$ cat config.mk
export PLATFORM = sky130hd
export DESIGN_NAME = dot_matrix_scan_ctrl
export DESIGN_NICKNAME = d
export VERILOG_FILES = /design/src/rtl/dot_matrix_scan_ctrl.sv
export SDC_FILE = /design/constraint.sdc
export NUM_CORES = 1
export LEC_CHECK = 0
export CAP_MARGIN = 20
export CORE_MARGIN = 4
export CORE_UTILIZATION = 55
export CTS_BUF_LIST = sky130_fd_sc_hd__clkbuf_16
export DETAILED_ROUTE_END_ITERATION = 7
export PLACE_DENSITY = 0.8
export SYNTH_ARGS = -nofsm -noshare
export SYNTH_HDL_FRONTEND = slang
export SYNTH_SLANG_ARGS = --single-unit
export TNS_END_PERCENT = 10
$ cat constraint.sdc
create_clock -name i_Clk -period 3.6 [get_ports i_Clk]
set_input_delay 1.08 -clock i_Clk [delete_from_list [all_inputs] [get_ports i_Clk]]
set_output_delay 1.08 -clock i_Clk [all_outputs]
set_load 0.005 [all_outputs]
$ cat src/rtl/dot_matrix_scan_ctrl.sv
// Row-scan driver for a ROWS x COLS LED dot matrix with double-buffered frames and ghost blanking.
// Optional PWM dimming (i_Bright port) is compiled in when DM_DIMMING_EN is defined.
module dot_matrix_scan_ctrl #(
    parameter int ROWS        = 8,
    parameter int COLS        = 8,
    parameter int SCAN_CYC    = 100000,
    parameter int BLANK_CYC   = 16,
    parameter int ROW_ACT_LOW = 1,
    parameter int COL_ACT_LOW = 0
) (
    input  logic                    i_Clk,
    input  logic                    i_Rst,
    input  logic                    i_Enable,
    input  logic                    i_Load,
    input  logic [ROWS*COLS-1:0]    i_Data,
`ifdef DM_DIMMING_EN
    input  logic [3:0]              i_Bright,
`endif
    output logic [ROWS-1:0]         o_DM_Row,
    output logic [COLS-1:0]         o_DM_Col,
    output logic                    o_fDone,
    output logic [$clog2(ROWS)-1:0] o_Row_Idx
);

    localparam int RW = $clog2(ROWS);
    localparam int CW = $clog2(SCAN_CYC);
    localparam int FW = ROWS * COLS;
    localparam logic [RW-1:0] ROW_LAST  = RW'(ROWS - 1);
    localparam logic [CW-1:0] CNT_LAST  = CW'(SCAN_CYC - 1);
    localparam logic [CW-1:0] CNT_BLANK = CW'(BLANK_CYC);

    logic [RW-1:0] row_q, row_d;
    logic [CW-1:0] cnt_q, cnt_d;
    logic [FW-1:0] shadow_q, shadow_d;
    logic [FW-1:0] disp_q, disp_d;
    logic          pend_q, pend_d;

    logic            frame_end;
    logic            visible;
    logic [ROWS-1:0] row_act;
    logic [COLS-1:0] col_sel;
    logic [COLS-1:0] col_act;
    logic            col_gate;

`ifdef DM_DIMMING_EN
    logic [3:0] pwm_q, pwm_d;
    logic [3:0] bright_q, bright_d;
`endif

    always_comb begin
        frame_end = i_Enable && (row_q == ROW_LAST) && (cnt_q == CNT_LAST);

        row_d = row_q;
        cnt_d = cnt_q;
        if (!i_Enable) begin
            row_d = '0;
            cnt_d = '0;
        end else if (cnt_q == CNT_LAST) begin
            cnt_d = '0;
            row_d = (row_q == ROW_LAST) ? '0 : row_q + 1'b1;
        end else begin
            cnt_d = cnt_q + 1'b1;
        end

        // Swap uses the pre-load shadow, so a coincident load stays pending for one more frame.
        shadow_d = shadow_q;
        disp_d   = disp_q;
        pend_d   = pend_q;
        if (frame_end && pend_q) begin
            disp_d = shadow_q;
            pend_d = 1'b0;
        end
        if (i_Load) begin
            shadow_d = i_Data;
            pend_d   = 1'b1;
        end
    end

`ifdef DM_DIMMING_EN
    always_comb begin
        pwm_d    = i_Enable ? pwm_q + 1'b1 : pwm_q;
        bright_d = frame_end ? i_Bright : bright_q;
        col_gate = (bright_q == 4'hF) || (pwm_q < bright_q);
    end
`else
    assign col_gate = 1'b1;
`endif

    always_comb begin
        visible = i_Enable && (cnt_q >= CNT_BLANK);
        row_act = '0;
        col_sel = '0;
        for (int unsigned r = 0; r < ROWS; r++) begin
            if (row_q == RW'(r)) begin
                row_act[r] = visible;
                col_sel    = disp_q[COLS*r +: COLS];
            end
        end
        col_act = (visible && col_gate) ? col_sel : '0;
    end

    assign o_DM_Row  = (ROW_ACT_LOW != 0) ? ~row_act : row_act;
    assign o_DM_Col  = (COL_ACT_LOW != 0) ? ~col_act : col_act;
    assign o_fDone   = frame_end;
    assign o_Row_Idx = row_q;

    always_ff @(posedge i_Clk or negedge i_Rst) begin
        if (!i_Rst) begin
            row_q    <= '0;
            cnt_q    <= '0;
            shadow_q <= '0;
            disp_q   <= '0;
            pend_q   <= 1'b0;
        end else begin
            row_q    <= row_d;
            cnt_q    <= cnt_d;
            shadow_q <= shadow_d;
            disp_q   <= disp_d;
            pend_q   <= pend_d;
        end
    end

`ifdef DM_DIMMING_EN
    always_ff @(posedge i_Clk or negedge i_Rst) begin
        if (!i_Rst) begin
            pwm_q    <= '0;
            bright_q <= 4'hF;
        end else begin
            pwm_q    <= pwm_d;
            bright_q <= bright_d;
        end
    end
`endif

endmodule

==> impl_metrics.ini <==
[run_status]
status = finished, violations left
violations = negative setup slack

[layout]
postLayoutCoreUtil_pct = 71.9
instances_no_fill = 786
fin_area_um2 = 8590
layout-drive-gt1-share_pct = 32.6
area_growth_pct = 28.3
fin_nets = 703
diodes = 0

[routing]
wl_met2_um = 7650
avgViaCountPerCell = 5.75
vias = 4516
routed.top_layer = met4
dr_wl_met3_um = 794
drc = 0
wl_met1_um = 6350
routed_wl_um = 15300
ant_nets = 0
drtIter0Drc = 336
wl_per_cell_um = 19.4
drt-pass1-iter-count = 4

[grt]
grt_max_degree = 74
antenna_found_initial = 0
track_usage_pct = 23.2
grt_pass1_vias = 4859
grt-ovfl-total = 0
grt_pass1_wl_um = 25300

[floorplan]
core-area_um2 = 12000
std_cell_rows = 40
die_h_um = 118
die-area_um2 = 14000
initial_core_util_pct = 56.0
ioPinCount = 88
die_w_um = 118

[critical_path]
path_class = flip-flop to output pin
crit_path_end_kind = output pin
arrival_ns = 2.63
path_buf_inv = 4
max_stage_delay_ns = 0.46
crit_path_cell_trace = inv_2 -> ha_4 -> buf_4 -> o21ai_1 -> nand2b_1 -> buf_4 -> a311oi_2 -> nor3_2 -> clkdlybuf4s50_1
critPathTopFamily = buffers and inverters
cpMostUsedCell = buf_4
worstPathMaxFanout = 11
slowest_stage = clkdlybuf4s50_1
start_kind = flip-flop
crit_required_ns = 2.52

[yosys]
syn-cell-area_um2 = 6700
synth_top_family_by_area = multiplexers
synth_xor_area_share_pct = 1.57
synth-compound-area-share_pct = 5.40
synthAdderAreaFrac_pct = 1.49
synth_enable_flop_cells = 0
ys_seq_area_share_pct = 55.7
synth_cell_type_count = 40
synth_fp_nets = 595
synth-seq-cells = 149
syn_area_per_cell_um2 = 12.9
ys_async_sr_fraction_pct = 100
netlist_instances = 519
muxShareOfSynthArea_pct = 23.2
synthSimpleGateAreaFrac_pct = 9.75
synth_flop_cell = dfrtp_1
yosys_warnings = 0

[timing]
relSlewSlack_pct = 55.7
min_period_over_period_pct = 103
period_needed_ns = 3.71
clock.fmax_mhz = 269
worst_pin_slew_ns = 0.664
hold_viol = 0
setup_slack_ns = -0.114
setup_violations = 6
slew_viol_final = 0
rsz0062_at_grt = yes
timing.hold.ws_ns = 0.493
skew_ns = 0.00493

[place]
io_buffers = 87
post-dp-hpwl_um = 10600
place_area_um2 = 7860
placed_cells = 751
globalplace.congestion = 0.926

[clocking]
clock_latency_ns = 0.42
cts_tree = built
path_clk_slew_ns = 0.06
cts_buffer_depth = 2
cts.sinks = 149
numCtsBuffers = 17
cts_root_buf = clkbuf_16
htreeDepth = 4

[run]
cap_viol_max_count = 0

[power]
ir_drop_v = 0.000294
p_leak_uw = 0.00374
power_density_nw_per_um2 = 434

[hold_path]
min_path_type = flip-flop to flip-flop
==> sequential cells by signal, indices dropped and copies added (netlist names) <==
signal and cells:
disp_q 64, shadow_q 64, cnt_q 17, o_Row_Idx 3, pend_q 1
==> power breakdown <==
part           total, µW  switching, µW  internal, µW
Combinational        220           83.2           137
Sequential          1800           45.5          1750
Clock               1710            647          1070
==> kinds of logic (layout without fill, tap and decap cells) <==
kind of cell | count (synthesis) | after routing
AOI/OAI and AO/OA | 51 | 51
xor gates and xnor gates | 12 | 12
adders and majority gates | 8 | 8
buffers and inverters | 40 | 160
DFF | 149 | 149
muxes | 139 | 139
and+or+nand+nor | 120 | 120
==> synthesized netlist by cell type (9+ instances only) <==
| cell | number | area, µm² |
|---|---|---|
| a21oi_1 | 11 | 55.1 |
| clkbuf_1 | 22 | 82.6 |
| dfrtp_1 | 149 | 3730 |
| inv_1 | 10 | 37.5 |
| mux2_2 | 123 | 1390 |
| mux2i_1 | 11 | 110 |
| nand2_1 | 31 | 116 |
| nand2b_1 | 10 | 62.6 |
| nand3_1 | 9 | 45.0 |
| nor2_1 | 18 | 67.6 |
| nor3_1 | 13 | 65.1 |
| o21ai_0 | 11 | 55.1 |
==> area by class of cell <==
cell class                      count  area (µm²)
Sequential cell                   149        3730
Timing Repair Buffer              119        1160
Fill cell                         780        3370
Clock inverter                     14         144
Tap cell                          147         184
Clock buffer                       17         425
Inverter                           10        37.5
Multi-Input combinational cell    330        2910
==> metrics by stage <==
stage	setup TNS [ns]	worst slack [ns]	total power, µW
floorplan	0	0.658	1900
global placement	-1.49	-0.106	2030
detailed placement	-1.91	-0.177	2050
CTS	-0.520	-0.123	3760
global route	-1.29	-0.236	3870
finish	-0.515	-0.114	3730
==> routing by layer <==
metal | up-vias | GRT usage [%]
met2 | 127 | 37.7
met3 | 39 | 6.22
met5 | - | 0
met1 | 2265 | 29.2
met4 | 0 | 10.3
li1 | 2085 | -
==> final timing paths <==
kind	start	slack (ns)	cells past startpoint	endpoint
min in group asynchronous	i_Rst	0.66	1	cnt_q[1]$_DFF_PN0_
max in group asynchronous	i_Rst	2.20	2	shadow_q[56]$_DFFE_PN0P_
worst min register to register	disp_q[39]$_DFFE_PN0P_	0.49	1	disp_q[39]$_DFFE_PN0P_
worst min-delay path	disp_q[39]$_DFFE_PN0P_	0.49	1	disp_q[39]$_DFFE_PN0P_
worst max-delay path	o_Row_Idx[0]$_DFFE_PN0P_	-0.11	9	o_DM_Col[2]
worst max register to register	cnt_q[0]$_DFF_PN0_	1.13	6	disp_q[23]$_DFFE_PN0P_
==> placed cells by master, fill, tap and decap left out, types with 3 or more instances in the layout <==
| master | n |
|---|---|
| inv_1 | 10 |
| nor3_1 | 11 |
| bufinv_16 | 3 |
| nor3b_1 | 8 |
| nor2b_1 | 8 |
| o311ai_0 | 3 |
| dlygate4sd2_1 | 10 |
| clkinv_1 | 6 |
| a22o_1 | 8 |
| o21ai_1 | 5 |
| or2_2 | 3 |
| a311oi_1 | 6 |
| nor2_1 | 17 |
| nand2_1 | 31 |
| buf_6 | 3 |
| ha_1 | 4 |
| o21ai_0 | 7 |
| dfrtp_1 | 147 |
| nand3_1 | 9 |
| a21oi_1 | 11 |
| buf_12 | 4 |
| clkbuf_16 | 17 |
| nand2b_1 | 10 |
| buf_4 | 25 |
| xor2_1 | 4 |
| mux2i_1 | 11 |
| nand4_1 | 5 |
| xnor2_1 | 8 |
| ha_4 | 3 |
| mux2_2 | 123 |
| mux2_1 | 5 |
| clkdlybuf4s50_1 | 74 |
==> what timing repair did <==
item,in CTS,in global routing
gates resized for setup,44,5
hold buffers,0,0
setup endpoints to repair,17,10
pin swaps,4,0
setup buffers,2,1
(Power assumes the default switching activity.)
